--- config.mk ---
export PLATFORM = sky130hd
export DESIGN_NAME = fetch_stage
export DESIGN_NICKNAME = d
export VERILOG_FILES = /design/src/rtl/fetch_stage.sv
export SDC_FILE = /design/constraint.sdc
export NUM_CORES = 1
export LEC_CHECK = 0
export ABC_AREA = 1
export BUFFER_PORTS_ARGS = -buffer_cell sky130_fd_sc_hd__buf_2
export CAP_MARGIN = 20
export CORE_ASPECT_RATIO = 0.6
export CORE_MARGIN = 4
export CORE_UTILIZATION = 55
export CTS_CLUSTER_DIAMETER = 120
export DETAILED_ROUTE_END_ITERATION = 12
export GPL_TIMING_DRIVEN = 0
export HOLD_SLACK_MARGIN = 0.02
export PLACE_DENSITY_LB_ADDON = 0.25
export SETUP_SLACK_MARGIN = 0.05
export SYNTH_ARGS = -nofsm -noshare
export SYNTH_HDL_FRONTEND = slang
export SYNTH_SLANG_ARGS = --single-unit
--- constraint.sdc ---
create_clock -name clk -period 4.5 [get_ports clk]
set_clock_uncertainty 0.2 [all_clocks]
set_input_delay 0.9 -clock clk [delete_from_list [all_inputs] [get_ports clk]]
set_output_delay 0.9 -clock clk [all_outputs]
set_load 0.01 [all_outputs]
--- src/rtl/fetch_stage.sv ---
// fetch_stage: instruction fetch stage feeding the decoder.
//
// The stage holds the program counter and issues one request at a time to
// instruction memory. Memory answers in the same cycle it accepts
// (mem_ready), and each returned word enters a 2-entry queue together with
// its PC. The decoder consumes the queue head whenever it is not stalled.
// A jump redirect from downstream flushes the queue and restarts fetching
// at the jump target.
//
// Optional feature (macro FETCH_FLUSH_CNT_EN): adds the flush_count port,
// which counts redirects that threw away wrong-path work. The counter
// saturates at 0xFFFF.
//
// Ports:
//   clk, reset   clock and asynchronous active-high reset
//   mem_req      fetch request valid (high only in RUN)
//   mem_addr     fetch address (= fetch PC); changes only on accept/redirect
//   mem_ready    memory accepts request; mem_data valid in the same cycle
//   mem_data     returned instruction word
//   instr        queue head instruction
//   instr_pc     PC of queue head
//   instr_valid  queue non-empty
//   stall        decoder not consuming; head is held
//   jmp_valid    one-cycle redirect pulse
//   jmp_target   redirect address
//   state_dbg    current FSM state (BOOT=0, RUN=1, FULL=2)
//   flush_count  wrong-path flush counter (FETCH_FLUSH_CNT_EN only)
//
// Handshake: a request transfers in any cycle where mem_req && mem_ready.
// A queue entry is consumed in any cycle where instr_valid && !stall.
module fetch_stage #(
  parameter int ADDR_W   = 16,
  parameter int INSTR_W  = 32,
  parameter int RESET_PC = 0,
  parameter int PC_STEP  = 1
) (
  input  logic               clk,
  input  logic               reset,
  output logic               mem_req,
  output logic [ADDR_W-1:0]  mem_addr,
  input  logic               mem_ready,
  input  logic [INSTR_W-1:0] mem_data,
  output logic [INSTR_W-1:0] instr,
  output logic [ADDR_W-1:0]  instr_pc,
  output logic               instr_valid,
  input  logic               stall,
  input  logic               jmp_valid,
  input  logic [ADDR_W-1:0]  jmp_target,
  output logic [1:0]         state_dbg
`ifdef FETCH_FLUSH_CNT_EN
  ,
  output logic [15:0]        flush_count
`endif
);

  localparam int ENT_W = INSTR_W + ADDR_W;

  typedef enum logic [1:0] {
    ST_BOOT = 2'd0,
    ST_RUN  = 2'd1,
    ST_FULL = 2'd2
  } state_t;

  state_t            state_q, state_d;
  logic [ADDR_W-1:0] pc_q, pc_d;
  logic [1:0]        count_q, count_d;
  // e0 is always the head; e1 is the second entry when count == 2.
  logic [ENT_W-1:0]  e0_q, e0_d;
  logic [ENT_W-1:0]  e1_q, e1_d;

  logic accept;
  logic pop;

  assign mem_req     = (state_q == ST_RUN);
  assign mem_addr    = pc_q;
  assign accept      = mem_req && mem_ready;
  assign instr_valid = (count_q != 2'd0);
  assign pop         = instr_valid && !stall;
  assign instr       = e0_q[ENT_W-1:ADDR_W];
  assign instr_pc    = e0_q[ADDR_W-1:0];
  assign state_dbg   = state_q;

  always_comb begin
    state_d = state_q;
    pc_d    = pc_q;
    count_d = count_q;
    e0_d    = e0_q;
    e1_d    = e1_q;
    if (state_q == ST_BOOT) begin
      // BOOT lasts exactly one cycle even if a redirect arrives.
      state_d = ST_RUN;
      if (jmp_valid) pc_d = jmp_target;
    end else if (jmp_valid) begin
      // Redirect wins over everything: the accepted word (if any) and the
      // queue contents are wrong-path and dropped.
      state_d = ST_RUN;
      pc_d    = jmp_target;
      count_d = 2'd0;
    end else begin
      if (pop) e0_d = e1_q;
      if (accept) begin
        // New word lands in the slot just past the surviving entries.
        if (count_q == 2'd0 || (count_q == 2'd1 && pop)) e0_d = {mem_data, pc_q};
        else                                             e1_d = {mem_data, pc_q};
        pc_d = pc_q + ADDR_W'(PC_STEP);
      end
      count_d = count_q + {1'b0, accept} - {1'b0, pop};
      state_d = (count_d == 2'd2) ? ST_FULL : ST_RUN;
    end
  end

  always_ff @(posedge clk or posedge reset) begin
    if (reset) begin
      state_q <= ST_BOOT;
      pc_q    <= ADDR_W'(RESET_PC);
      count_q <= 2'd0;
      e0_q    <= '0;
      e1_q    <= '0;
    end else begin
      state_q <= state_d;
      pc_q    <= pc_d;
      count_q <= count_d;
      e0_q    <= e0_d;
      e1_q    <= e1_d;
    end
  end

`ifdef FETCH_FLUSH_CNT_EN
  logic [15:0] flush_q, flush_d;

  always_comb begin
    flush_d = flush_q;
    // Only count redirects that actually discarded something.
    if (state_q != ST_BOOT && jmp_valid && (count_q != 2'd0 || accept) &&
        flush_q != 16'hFFFF)
      flush_d = flush_q + 16'd1;
  end

  always_ff @(posedge clk or posedge reset) begin
    if (reset) flush_q <= 16'd0;
    else       flush_q <= flush_d;
  end

  assign flush_count = flush_q;
`endif

endmodule
## Word-level counts from Yosys, hierarchy flattened

Index checks and enable logic that the tools add are counted.

| word-level totals | value |
|---|---|
| word-level logic and storage cells | 38 |
| register bits | 116 |

| cells by class | value |
|---|---|
| add/subtract/negate cells | 3 |
| bitwise operators | 3 |
| equal/unequal tests | 4 |
| mux-type cells | 11 |
| reduce and logical (&&, ||, !) cells | 12 |

Operator list:

| kind | number |
|---|---|
| $mux 48 | 3 |
| $mux 16 | 4 |
| $add 16x1->16 const B | 1 |
| $mux 2 | 4 |
| $eq 2x1->1 const B | 2 |
| $logic_not 2->1 | 2 |
| $reduce_and 2->1 | 2 |
| $reduce_and 4->1 | 1 |
| $reduce_bool 2->1 | 2 |
| $logic_and 1x1->1 | 3 |
| $not 1->1 | 3 |
| $add 2x1->2 | 1 |
| $eq 2x2->1 const B | 1 |
| $ne 2x2->1 const B | 1 |
| $sub 2x1->2 | 1 |
| $logic_not 1->1 | 1 |
| $logic_or 1x1->1 | 1 |

## Longest topological paths before layout

| depth | value |
|---|---|
| word-level depth | 8 |
| depth in mapped cells | 13 |

## Least setup slack after synthesis

Ideal clock, no wire load.

| timing | value |
|---|---|
| path kind | input-to-reg |
| start point | input stall |
| end point | register count_q[1] |
| slack | 2.040 ns |
| required time | 4.173 ns |
| stages | 11 |
| arrival time | 2.133 ns |
| cell sequence | inv_1 > nand2_2 > inv_2 > buf_2 > ha_1 > inv_1 > ha_1 > inv_1 > or2_2 > nand3_1 > o21ai_0 |

| between the ends | value |
|---|---|
| longest elaborated chain between the ends | 4 |

Ends and longest elaborated chain:

| what | RTL line | text |
|---|---|---|
| start: declaration | 46 | `input logic stall,` |
| $logic_not 1->1 | 78 | `assign pop = instr_valid && !stall;` |
| $logic_and 1x1->1 | 78 |  |
| $sub 2x1->2 | 107 | `count_d = count_q + {1'b0, accept} - {1'b0, pop};` |
| $mux 2 | 93 | `end else if (jmp_valid) begin` |
| end signal: assignment | 122 | `count_q <= count_d;` |
| end: declaration | 66 | `logic [1:0] count_q, count_d;` |

Every way passes these cells.
A chain may end at the register's enable or synchronous reset.

## Worst setup path in the final report

Same ends and word-level chain as after synthesis.

==> metrics.md <==
| Metric | Value |
|---|---|
| Cell family with most CP delay | `buffers and inverters` |
| Number of synthesized flops with an enable pin | `0` |
| #FFs+latches synth | `116` |
| GPL Wtd Cong | `0.8584` |
| Top-count cell post-synth | `nand2_1` |
| FMAX | `425.5 MHz` |
| Initial antenna violation count | `0` |
| Status | `completed` |
| Drt first-iter violations | `628` |
| Max VDD drop | `378.3 uV` |
| Cell Area, Synth | `5962 um2` |
| Tmin final | `2350 ps` |
| TritonCTS clock tree | `built` |
| Placement Cell Area | `6769 um2` |
| First-pass GRT wire length | `27140 um` |
| Final Total Pwr | `5.765 mW` |
| Portion of netlist area occupied by mux cells | `0%` |
| Final hold slack | `283.5 ps` |
| Clock latency on the worst-skew pair | `410 ps` |
| Clock-pin slew on the worst setup and hold paths | `50 ps` |
| # port buffers | `120` |
| Crit-path slowest cell | `or2_2` |
| FF-to-FF setup slack | `2280 ps` |
| Crit. path cell count | `12` |
| Full die area | `12620 um2` |
| Fin crit share | `52.23%` |
| DRC | `0` |
| Xor/xnor share of the synthesized area | `0.2938%` |
| Post-synth top cells | `nand2_1 (350), dfrtp_1 (116), nand3_1 (111)` |
| RSZ-0062 raised after global routing | `no` |
| Initial Util | `56.46%` |
| Rel. slew slack | `64.52%` |
| Layout area overhead | `23.82%` |
| Final design utilization | `69.91%` |
| Final Setup Violations | `0` |
| Layout cells sized above 1 | `20.39%` |
| Crit-path max FO | `10` |
| FP Rows | `29` |
| H-tree level count | `4` |
| Crit end category | `flip-flop` |
| Core Area | `10560 um2` |
| Adder-Cell Fraction of Synth Area | `0.6296%` |
| Distinct cell type count after synthesis | `28` |
| Post-synth top area share | `48.69%` |
| Die height | `88.65 um` |
| Detail-routed via count per cell | `5.373` |
| DP HPWL | `11380 um` |
| Layout Cells excl Fill | `1105` |
| Routed Antenna Nets | `0` |
| Worst slew pin tran | `530.2 ps` |
| Fin. Hold Viols | `0` |
| Final Net Count | `1011` |
| PnR worst setup slack | `2150 ps` |
| Logic pwr share | `41.7%` |
| GRT overflow | `0` |
| Pleak | `4.058 nW` |
| Resized Gates After CTS | `0` |
| I/O pin total | `121` |
| Critical path's largest stage delay | `280 ps` |
| Post-CTS Setup Repair Bufs | `0` |
| Worst path most repeated cell | `inv_1` |
| Reg2reg start | `count_q[0]$_DFFE_PP0N_` |
| End point of the critical path | `count_q[1]$_DFFE_PP0N_` |
| Int Pwr | `3.392 mW` |
| Bufs on Longest Clock Path | `2` |
| PwrDens | `780.9 nW/um2` |
| Total wire length | `16380 um` |
| Ys async rst share | `100.0%` |
| Compound-gate portion of the synthesized area | `7.513%` |
| Synth warn | `0` |
| Crit path cell chain | `buf_2 > inv_1 > nand2_2 > inv_2 > buf_2 > ha_1 > inv_1 > ha_1 > inv_1 > or2_2 > nand3_1 > o21ai_0` |
| Die width | `142.4 um` |
| Buf/Inv on CP | `6` |
| # placed instances | `1075` |
| Simple-gate portion of the synthesized area | `33.85%` |
| Pre-CTS WS | `1746 ps` |
| Worst setup path start | `stall` |
| Yosys top cell by area | `dfrtp_1` |
| TritonCTS Buffers | `17` |
| Drt pass-1 iters | `5` |
| Net Sw Frac | `41.16%` |
| Vias | `5937` |
| Clock root buffer master | `clkbuf_16` |
| Switching power | `2.373 mW` |
| Hold Buf Count CTS | `0` |
| WP data required | `4590 ps` |
| Syn nets | `871` |
| Largest family of logic cells by synthesized area | `simple AND/OR/NAND/NOR gates` |
| Vias in the first global route | `5555` |
| Clock Sinks | `116` |
| WL/cell | `14.82 um` |
| Syn Inst Count | `815` |
| Post-route setup TNS | `0 ps` |
| Sequential share of power | `33.7%` |
| Non-Filler Cell Area, Final | `7382 um2` |
| Largest net degree at the start of global routing | `77` |
| Final Max Tran Viols | `0` |
| Worst EP arrival | `2440 ps` |
| Hold Crit Class | `in2async` |
| Clock power frac | `24.5%` |
| Reg2reg end | `count_q[1]$_DFFE_PP0N_` |
| Critical path launch point type | `primary input` |
| Antenna diode count | `0` |
| Synth top area cells | `dfrtp_1 (49%), nand2_1 (22%), nand3_1 (9.3%), inv_1 (4.2%), o21ai_1 (3.5%)` |
| Synthesized area per cell | `7.315 um2` |
| Sequential-to-total area share from yosys stat | `48.69%` |
| Ys flop type | `dfrtp_1` |
| GRT Overall Usage | `27.17%` |
| MaxCap Viol Count | `0` |
| Crit Path Category | `in2reg` |
| FF-to-FF path depth | `12` |
==> power by group through the flow <==
stage / combinational [mW] / clock (mW) / sequential (mW)
detailed placement: 2.37 / 0 / 1.94
finish: 2.41 / 1.41 / 1.94
CTS: 2.40 / 1.43 / 1.93
floorplan: 1.49 / 0 / 2.01
global route: 2.73 / 1.47 / 2.02
global placement: 2.31 / 0 / 1.93
==> cell usage in the layout (no fill, tap or decap) <==
| master | instances |
|---|---|
| xor2_1 | 1 |
| inv_1 | 66 |
| clkbuf_1 | 13 |
| nand3_1 | 111 |
| clkbuf_8 | 2 |
| o21ai_1 | 42 |
| nand4_2 | 1 |
| nand3_2 | 1 |
| nor2_1 | 17 |
| buf_6 | 6 |
| bufinv_16 | 4 |
| nand4_1 | 4 |
| o22ai_1 | 3 |
| nand2_1 | 350 |
| nand2_2 | 1 |
| o21ai_0 | 26 |
| buf_4 | 6 |
| or2_2 | 2 |
| a31oi_1 | 1 |
| inv_6 | 1 |
| clkinvlp_4 | 1 |
| nor2_2 | 3 |
| buf_16 | 1 |
| clkbuf_16 | 17 |
| xnor2_1 | 1 |
| o211ai_1 | 1 |
| a21oi_1 | 10 |
| clkinv_2 | 4 |
| clkinv_4 | 1 |
| o21bai_1 | 1 |
| a32oi_1 | 2 |
| inv_2 | 4 |
| clkinv_1 | 1 |
| buf_2 | 142 |
| dfrtp_1 | 116 |
| ha_1 | 3 |
==> final cells by class <==
| cell class | instances | area (um2) |
|---|---|---|
| fillers | 871 | 3177 |
| flip-flops and latches | 116 | 2903 |
| multi-input cells | 581 | 2521 |
| repair buffers | 121 | 628.1 |
| clock buffers | 20 | 456.7 |
| inverters | 72 | 275.3 |
| plain buffers | 46 | 267.8 |
| well taps | 139 | 173.9 |
| clock inverters | 10 | 156.4 |
==> cells by family after synthesis <==
kind of cell             Yosys count
XOR/XNOR                           2
buffers and inverters            118
AO/OA/AOI/OAI                     86
flip-flops                       116
adder cells (fa/ha/maj)            3
AND/OR/NAND/NOR                  490
==> worst min-delay path by stage <==
stage                           end  cells past startpoint            startpoint
6_report       e0_q[31]$_DFFE_PP0P_                      2                 reset
2_1_floorplan  e1_q[10]$_DFFE_PP0P_                      2  e1_q[10]$_DFFE_PP0P_
3_3_place_gp   e1_q[13]$_DFFE_PP0P_                      2  e1_q[13]$_DFFE_PP0P_
5_1_grt        e1_q[13]$_DFFE_PP0P_                      2  e1_q[13]$_DFFE_PP0P_
4_1_cts         e1_q[9]$_DFFE_PP0P_                      2   e1_q[9]$_DFFE_PP0P_
3_5_place_dp    e1_q[9]$_DFFE_PP0P_                      2   e1_q[9]$_DFFE_PP0P_
==> metal layers <==
metal / GRT usage (%) / vias up / wire length (um)
met5: 0 / - / 0
met2: 40.05 / 284 / 6960
met4: 8.283 / 0 / 195
li1: - / 2870 / -
met3: 5.724 / 17 / 1492
met1: 40.63 / 2766 / 7732
==> sequential cells by signal, indices dropped and copies added, names as in the netlist <==
name,flops
count_q,2
e0_q,48
e1_q,48
mem_addr,16
state_dbg,2
Note: power is estimated with default switching activity, not from simulation.
